File: src/rtl/byte_serial_sub_pkg.sv
// Shared ALU definitions for the slice-serial subtractor: default widths,
// FSM state encoding and the packed status-flag bundle.
package byte_serial_sub_pkg;

   localparam int unsigned SLICE_DEF = 8;
   localparam int unsigned WIDTH_DEF = 32;

   typedef enum logic {
      IDLE = 1'b0,
      RUN  = 1'b1
   } state_t;

   typedef struct packed {
      logic borrow;
      logic zero;
      logic neg;
      logic ovf;
   } flags_t;

endpackage

File: src/rtl/byte_serial_sub_cla_slice.sv
// cla_slice: SLICE-bit combinational carry-lookahead adder (s = x + y + cin).
module cla_slice
   import byte_serial_sub_pkg::*;
#(
   parameter int unsigned SLICE = SLICE_DEF
) (
   input  logic [SLICE-1:0] x,
   input  logic [SLICE-1:0] y,
   input  logic             cin,
   output logic [SLICE-1:0] s,
   output logic             cout
);

   logic [SLICE-1:0] g;
   logic [SLICE-1:0] p;
   logic [SLICE:0]   c;

   assign g = x & y;
   assign p = x ^ y;

   // Each carry expanded as g[i] | p[i]g[i-1] | ... | p[i..0]cin, no ripple.
   always_comb begin : lookahead
      logic acc;
      logic pp;
      acc  = 1'b0;
      pp   = 1'b0;
      c    = '0;
      c[0] = cin;
      for (int unsigned i = 0; i < SLICE; i++) begin
         acc = g[i];
         pp  = p[i];
         for (int unsigned k = 1; k <= i; k++) begin
            acc = acc | (pp & g[i-k]);
            pp  = pp & p[i-k];
         end
         acc    = acc | (pp & cin);
         c[i+1] = acc;
      end
   end

   assign s    = p ^ c[SLICE-1:0];
   assign cout = c[SLICE];

endmodule

File: src/rtl/byte_serial_sub.sv
// byte_serial_sub: multi-cycle a - b, one SLICE-bit slice per clock, LS slice
// first, using one cla_slice and a registered carry (a + ~b + carry_in).
// Optional macro BYTE_SUB_BORROW_IN_EN adds a borrow-in port 'bin'.
module byte_serial_sub
   import byte_serial_sub_pkg::*;
#(
   parameter int unsigned WIDTH = WIDTH_DEF,
   parameter int unsigned SLICE = SLICE_DEF
) (
   input  logic             clk,
   input  logic             rst_n,
   input  logic             start,
   input  logic [WIDTH-1:0] a,
   input  logic [WIDTH-1:0] b,
`ifdef BYTE_SUB_BORROW_IN_EN
   input  logic             bin,
`endif
   output logic             busy,
   output logic             done,
   output logic [WIDTH-1:0] diff,
   output logic             borrow,
   output logic             zero,
   output logic             neg,
   output logic             ovf
);

   localparam int unsigned N  = WIDTH / SLICE;
   localparam int unsigned IW = (N > 1) ? $clog2(N) : 1;

   state_t           state_q, state_d;
   logic [WIDTH-1:0] a_q, nb_q;
   logic [WIDTH-1:0] diff_q, diff_d;
   logic             a_msb_q, b_msb_q;
   logic             carry_q;
   logic             done_q;
   logic [IW-1:0]    idx_q;
   flags_t           flags_q, flags_d;
   logic [SLICE-1:0] sum;
   logic             cout;
   logic             accept;
   logic             last;
   logic             cin0;

`ifdef BYTE_SUB_BORROW_IN_EN
   assign cin0 = ~bin;
`else
   assign cin0 = 1'b1;
`endif

   assign accept = (state_q == IDLE) && start;
   assign last   = (idx_q == IW'(N-1));

   // Operand registers shift right each RUN cycle, so the active slice is
   // always the low SLICE bits; the MSBs needed for ovf are kept separately.
   cla_slice #(.SLICE(SLICE)) u_cla (
      .x    (a_q[SLICE-1:0]),
      .y    (nb_q[SLICE-1:0]),
      .cin  (carry_q),
      .s    (sum),
      .cout (cout)
   );

   // State register.
   always_ff @(posedge clk or negedge rst_n) begin
      if (!rst_n) state_q <= IDLE;
      else        state_q <= state_d;
   end

   // Next-state logic.
   always_comb begin
      state_d = state_q;
      case (state_q)
         IDLE:    if (start) state_d = RUN;
         RUN:     if (last)  state_d = IDLE;
         default: state_d = IDLE;
      endcase
   end

   // Merge the current slice into diff and derive flags from the merged value.
   always_comb begin
      diff_d = diff_q;
      for (int unsigned i = 0; i < N; i++) begin
         if (idx_q == IW'(i)) diff_d[i*SLICE +: SLICE] = sum;
      end
      flags_d.borrow = ~cout;
      flags_d.zero   = (diff_d == '0);
      flags_d.neg    = diff_d[WIDTH-1];
      flags_d.ovf    = (a_msb_q != b_msb_q) && (diff_d[WIDTH-1] != a_msb_q);
   end

   // Datapath: operand capture, slice stepping, result and flag registers.
   always_ff @(posedge clk or negedge rst_n) begin
      if (!rst_n) begin
         a_q     <= '0;
         nb_q    <= '0;
         a_msb_q <= 1'b0;
         b_msb_q <= 1'b0;
         carry_q <= 1'b0;
         idx_q   <= '0;
         diff_q  <= '0;
         flags_q <= '0;
         done_q  <= 1'b0;
      end else if (accept) begin
         a_q     <= a;
         nb_q    <= ~b;
         a_msb_q <= a[WIDTH-1];
         b_msb_q <= b[WIDTH-1];
         carry_q <= cin0;
         idx_q   <= '0;
         done_q  <= 1'b0;
      end else if (state_q == RUN) begin
         a_q     <= a_q >> SLICE;
         nb_q    <= nb_q >> SLICE;
         carry_q <= cout;
         diff_q  <= diff_d;
         if (last) begin
            flags_q <= flags_d;
            done_q  <= 1'b1;
            idx_q   <= '0;
         end else begin
            done_q  <= 1'b0;
            idx_q   <= idx_q + 1'b1;
         end
      end else begin
         done_q <= 1'b0;
      end
   end

   assign busy   = (state_q == RUN);
   assign done   = done_q;
   assign diff   = diff_q;
   assign borrow = flags_q.borrow;
   assign zero   = flags_q.zero;
   assign neg    = flags_q.neg;
   assign ovf    = flags_q.ovf;

endmodule

File: config.mk
export PLATFORM = sky130hd
export DESIGN_NAME = byte_serial_sub
export DESIGN_NICKNAME = d
export VERILOG_FILES = /design/src/rtl/byte_serial_sub_pkg.sv /design/src/rtl/byte_serial_sub_cla_slice.sv /design/src/rtl/byte_serial_sub.sv
export SDC_FILE = /design/constraint.sdc
export NUM_CORES = 1
export LEC_CHECK = 0
export BUFFER_PORTS_ARGS = -buffer_cell sky130_fd_sc_hd__buf_2
export CAP_MARGIN = 5
export CORE_MARGIN = 5
export CORE_UTILIZATION = 54
export DETAILED_ROUTE_END_ITERATION = 8
export GPL_TIMING_DRIVEN = 0
export PLACE_DENSITY = 0.76
export RECOVER_POWER = 100
export SLEW_MARGIN = 0
export SYNTH_ARGS = -nofsm -noshare
export SYNTH_HDL_FRONTEND = slang
export SYNTH_SLANG_ARGS = --single-unit
export TNS_END_PERCENT = 30
File: constraint.sdc
create_clock -name clk -period 2.9 [get_ports clk]
set_input_delay 0.435 -clock clk [delete_from_list [all_inputs] [get_ports clk]]
set_output_delay 0.435 -clock clk [all_outputs]
set_load 0.005 [all_outputs]
# ---- Yosys cells after proc, flatten, opt, wreduce, memory -nomap -nowiden
# Cells that the tools add are included.
dict set report op_classes {
  addsub 1
  n_reduce_logical 7
  mux 19
  n_bitwise 107
  n_eq_ne 5
}
# cell count
set op_table {}
lappend op_table {{32-bit 2-to-1 mux} 4}
lappend op_table {{1-bit bitwise AND} 64}
lappend op_table {{1-bit OR} 36}
lappend op_table {{32-bit zero test} 1}
lappend op_table {{8-bit 2-to-1 mux} 4}
lappend op_table {{32-bit NOT} 1}
lappend op_table {{8-bit bitwise XOR} 2}
lappend op_table {{8-bit bitwise AND} 1}
lappend op_table {{1-bit 2-to-1 mux} 7}
lappend op_table {{2-bit 2-to-1 mux} 3}
lappend op_table {{2-bit == test (second input constant)} 2}
lappend op_table {{1-bit NOT} 3}
lappend op_table {{3-bit AND reduction} 1}
lappend op_table {{2-bit by 1-bit adder with 2-bit output (second input constant)} 1}
lappend op_table {{2-bit by 1-bit == test with 1-bit output (second input constant)} 1}
lappend op_table {{1-bit logical AND} 2}
lappend op_table {{2-bit zero test} 1}
lappend op_table {{1-bit inequality test} 2}
lappend op_table {{1-bit case mux with 2 select lines} 1}
lappend op_table {{2-bit AND reduction} 1}
lappend op_table {{2-bit nonzero test} 1}
dict set report word_totals {
  output_inout_bits 38
  wordCells 152
  regBits 107
  in_bits 67
}

# ---- Depth between registers and ports, before layout
dict set report depth {
  depth_word 13
  ltp_mapped 9
}

# ---- Modules after synthesis
# A second synthesis with hierarchy kept.
dict set report hier_totals {
  hier_cells 482
  hier_area_um2 4927.2
}
# module cells_each area_each_um2 instances seq_area_each_um2
set by_module_without_submodules {}
lappend by_module_without_submodules {byte_serial_sub 445 4609.4 1 2677.6}
lappend by_module_without_submodules {cla_slice 37 317.8 1 0.0}

# ---- Least setup slack after synthesis
# Ideal clock, no wire load.
dict set report synth_timing {
  kind {flip-flop to flip-flop}
  from {register a_q[0]}
  to {register flags_q (netlist bit ovf)}
  t_arrival_ns 2.226
  path_slack_ns 0.593
  synth_period_minus_slack_ns 2.307
  n_path_buf 1
  required_time_ns 2.818
  path_stages_with_launch 9
  setup_ns 0.082
  path_cell_list {dfrtp_1 ha_1 a211oi_1 o21ai_0 a211o_1 and3_1 buf_6 or3b_1 a31oi_1}
}
dict set report synth_via {
  elab_chain_len 8
  elab_cells_between_ends 11
}
# item line
set synth_lines {}
lappend synth_lines {{from (decl)} byte_serial_sub.sv:31} ;# logic [WIDTH-1:0] a_q, nb_q;
lappend synth_lines {{from (signal assigned)} byte_serial_sub.sv:112} ;# a_q <= a_q >> SLICE;
lappend synth_lines {{8-bit bitwise AND / 8-bit bitwise XOR (equally long branches)} {byte_serial_sub_cla_slice.sv:18, byte_serial_sub_cla_slice.sv:19}}
lappend synth_lines {{1-bit bitwise AND (on tied branches)} {byte_serial_sub_cla_slice.sv:33, byte_serial_sub_cla_slice.sv:34}}
lappend synth_lines {{1-bit OR / 1-bit bitwise AND (equally long branches)} {byte_serial_sub_cla_slice.sv:33, byte_serial_sub_cla_slice.sv:36}}
lappend synth_lines {{1-bit OR *} byte_serial_sub_cla_slice.sv:36} ;# acc = acc | (pp & cin);
lappend synth_lines {{8-bit bitwise XOR *} byte_serial_sub_cla_slice.sv:41} ;# assign s = p ^ c[SLICE-1:0];
lappend synth_lines {{8-bit 2-to-1 mux *} byte_serial_sub.sv:83} ;# if (idx_q == IW'(i)) diff_d[i*SLICE +: SLICE] = sum;
lappend synth_lines {{1-bit inequality test *} byte_serial_sub.sv:88} ;# flags_d.ovf = (a_msb_q != b_msb_q) && (diff_d[WIDTH-1] != a_msb_q);
lappend synth_lines {{1-bit logical AND *} byte_serial_sub.sv:88}
lappend synth_lines {{to (signal assigned)} byte_serial_sub.sv:117} ;# flags_q <= flags_d;
lappend synth_lines {{to (decl)} byte_serial_sub.sv:37} ;# flags_t flags_q, flags_d;
# Every way passes the cells marked *; elsewhere a longest branch is shown, timed or not.
# A chain may end at the register's enable or synchronous reset.

# ---- Worst setup path after layout
dict set report layout_timing {
  from {register carry_q}
  to {register flags_q (netlist bit zero)}
}
dict set report layout_via {
  elab_chain_len 5
  elab_cells_between_ends 20
}
# item line
set layout_lines {}
lappend layout_lines {{from (decl)} byte_serial_sub.sv:34} ;# logic carry_q;
lappend layout_lines {{from (signal assigned)} byte_serial_sub.sv:108} ;# carry_q <= cin0;
lappend layout_lines {{from (signal assigned)} byte_serial_sub.sv:114} ;# carry_q <= cout;
lappend layout_lines {{1-bit bitwise AND} byte_serial_sub_cla_slice.sv:36}
lappend layout_lines {{1-bit OR} byte_serial_sub_cla_slice.sv:36}
lappend layout_lines {{8-bit bitwise XOR *} byte_serial_sub_cla_slice.sv:41}
lappend layout_lines {{8-bit 2-to-1 mux} byte_serial_sub.sv:83}
lappend layout_lines {{32-bit zero test *} byte_serial_sub.sv:86} ;# flags_d.zero = (diff_d == '0);
# Marked as above.

==> metrics.md <==
| Metric | Value |
|---|---|
| Status | complete, but fails checks |
| Failing checks | max-capacitance violations, max-slew violations |
| Storage cell area | 2680 µm² |
| Layout cell share with drive strength beyond 1 | 0.196 |
| Element type at the critical path start | flip-flop |
| CP Data Required Time | 3.22 ns |
| First-pass GRT wire length | 21.8 mm |
| Vias | 4448 |
| Crit path kind | flip-flop to flip-flop |
| Crit-path cells | fa_1 -> xnor2_1 -> o32ai_1 -> a2111oi_0 -> o2111a_1 -> o2111a_1 -> a31o_2 |
| Post-CTS setup buffer count | 0 |
| Max Fclk | 374 MHz |
| Sink Count | 107 |
| Slew Viols, Final | 38 |
| Static Leak | 2.93 nW |
| GP Congestion | 0.894 |
| Clock Tree Buf Depth | 2 |
| Post-DP HPWL | 10.2 mm |
| Max transition margin | -0.406 |
| Area of the multi-input gates | 2430 µm² |
| Total CTS buffers | 9 |
| Most frequent CP cell | o2111a_1 |
| Tcrit/Tclk final | 0.921 |
| DRT antenna net count | 0 |
| Io pins | 105 |
| Core Area | 9680 µm² |
| Initial antenna violation count | 0 |
| PwrDens | 1080 nW/µm² |
| TritonCTS clock tree | done |
| Nature of the critical path endpoint | flip-flop |
| Syn. warnings | 0 |
| Clock latency on the worst-skew pair | 0.38 ns |
| Syn nets | 635 |
| HP Class | input pin to flip-flop |
| RSZ-0062 raised after global routing | no |
| Area grow syn2layout | 17.0% |
| FFs w/ async S/R, synth | 1.00 |
| Setup violators final | 0 |
| Leading area contributor after synthesis | dfrtp_1 |
| Crit path max-delay family | compound AO/OA/AOI/OAI gates |
| Max Cap Violations | 1 |
| Mapped Avg Cell Area | 9.56 µm² |
| Drt drc | 0 |
| Setup Skew | 0.0107 ns |
| Setup TNS | 0 ns |
| Largest net degree at the start of global routing | 71 |
| DRT iter0 DRCs | 223 |
| Number of synthesized flops with an enable pin | 0 |
| Min Tclk post-route | 2.67 ns |
| FP Rows | 36 |
| # port buffers | 104 |
| H-tree depth | 3 |
| Final core utilization | 0.640 |
| Pwr Total | 6.68 mW |
| Root buffer cell | clkbuf_8 |
| Vias in the first global route | 4417 |
| Pin slew with the least headroom to its limit | 2.11 ns |
| Netlist cell types | 56 |
| Overflow left after global routing | 0 |
| N_diodes | 0 |
| Final wirelength | 13.7 mm |
| Main synth FF type | dfrtp_1 |
| Vias per cell | 5.50 |
| Top-area cell type share of the netlist area | 0.506 |
| Die height | 109 µm |
| Buf/Inv on CP | 0 |
| Die width | 109 µm |
| Crit path DAT | 3.00 ns |
| Initial core utilization | 0.547 |
| CP Max Fanout | 6 |
| Worst-path clk slew | 0.11 ns |
| Yosys reg bits | 107 |
| Hold Slack | 0.292 ns |
| Cell area after synthesis | 5300 µm² |
| Top-count cell post-synth | dfrtp_1 |
| Slowest stage delay, CP | 0.57 ns |
| Main area contributors after synthesis | dfrtp_1, o21ai_0, mux2i_1 |
| Nets | 751 |
| List of most frequent post-synthesis cells | dfrtp_1, nand2_1, o21ai_0, nor2_1, a21oi_1 |
| DR pass1 iterations | 5 |
| # fillers | 831 |
| CP max stage cell | xnor2_1 |
| Fin. Hold Viols | 0 |
| Die Area | 11900 µm² |
| WL per Instance | 16.9 µm |
| Total GRT Usage | 0.237 |
| Post-synthesis sequential area ratio | 0.506 |
| Cells after Synth | 554 |
| Worst IR Drop VDD | 0.463 mV |
-- cell type report --
cell class,instances,share of cell area
multi-input combinational,402,0.392
sequential,107,0.432
clock inverter,7,0.0131
buffer,36,0.0259
timing repair buffer,105,0.0842
inverter,9,0.00545
clock buffer,9,0.0200
tap,133,0.0269
-- worst paths after layout --
path / start / end / slack (ns) / cells past startpoint
worst max register to register: carry_q / zero / 0.23 / 7
worst min register to register: diff[30] / diff[30] / 0.49 / 2
worst max-delay path: carry_q / zero / 0.23 / 7
min in group asynchronous: rst_n / diff[1] / 0.66 / 1
worst min-delay path: b[31] / nb_q[31] / 0.29 / 2
max in group asynchronous: rst_n / diff[19] / 1.04 / 1
-- flip-flops by register name, summed over array words and instances (netlist names), 2 cells and up --
register / count
a_q: 32
diff: 32
idx_q: 2
nb_q: 32
-- worst reg2reg max path, stage by stage (launching register included) --
cell	delay [ns]
dfrtp_1	0.49
fa_1	0.42
xnor2_1	0.57
o32ai_1	0.17
a2111oi_0	0.39
o2111a_1	0.25
o2111a_1	0.19
a31o_2	0.16
-- power breakdown --
part,leakage (nW),internal (mW),switching [mW]
sequential,1.37,2.09,0.431
clock,0.107,0.415,0.552
combinational,1.45,1.27,1.92
total,2.93,3.78,2.90
-- what timing repair did --
item / in CTS / in global routing
hold buffers: 0 / 0
resized for setup: 0 / 2
endpoints found under the setup margin: 0 / 2
endpoints found under the hold margin: 0 / 0
-- cells by family after synthesis --
kind of cell	after synthesis	synth area share
AO/OA/AOI/OAI	159	0.184
XOR/XNOR	4	0.00662
adder cells (fa/ha/maj)	14	0.0345
buffers and inverters	45	0.0366
flip-flops	107	0.506
multiplexers	45	0.0877
AND/OR/NAND/NOR	180	0.145
-- routing by layer --
| layer | wire length, µm | GRT usage |
|---|---|---|
| met1 | 5710 | 0.300 |
| met2 | 6960 | 0.413 |
| met3 | 770 | 0.0414 |
| met4 | 234 | 0.0784 |
| met5 | 0 | 0 |
-- metrics by stage --
stage	setup slack [ns]	std cells	instance area, µm²
after floorplan	0.593	554	5300
after global placement	0.252	791	5980
after detailed placement	0.264	792	6010
after CTS	0.227	808	6220
after global routing	0.0737	808	6190
final	0.228	808	6190
-- placed cells by master, fill, tap and decap left out, types with 3 or more instances in the layout --
master    netlist  routed
buf_1           3       3
dfrtp_1       107     107
nor3_1         10      10
xnor2_1         4       4
clkbuf_1       28      49
a21oi_1        36      36
ha_1           13      13
inv_1           8       8
mux2i_1        34      34
mux2_2         11      11
o21a_1          5       5
nor2_1         62      62
nor4_1          6       6
or2_2           5       5
buf_2           2      85
buf_6           3       3
nand2_1        82      82
o21ai_0        82      82
clkbuf_8        0       9
inv_6           0       3
(Power assumes the default switching activity.)
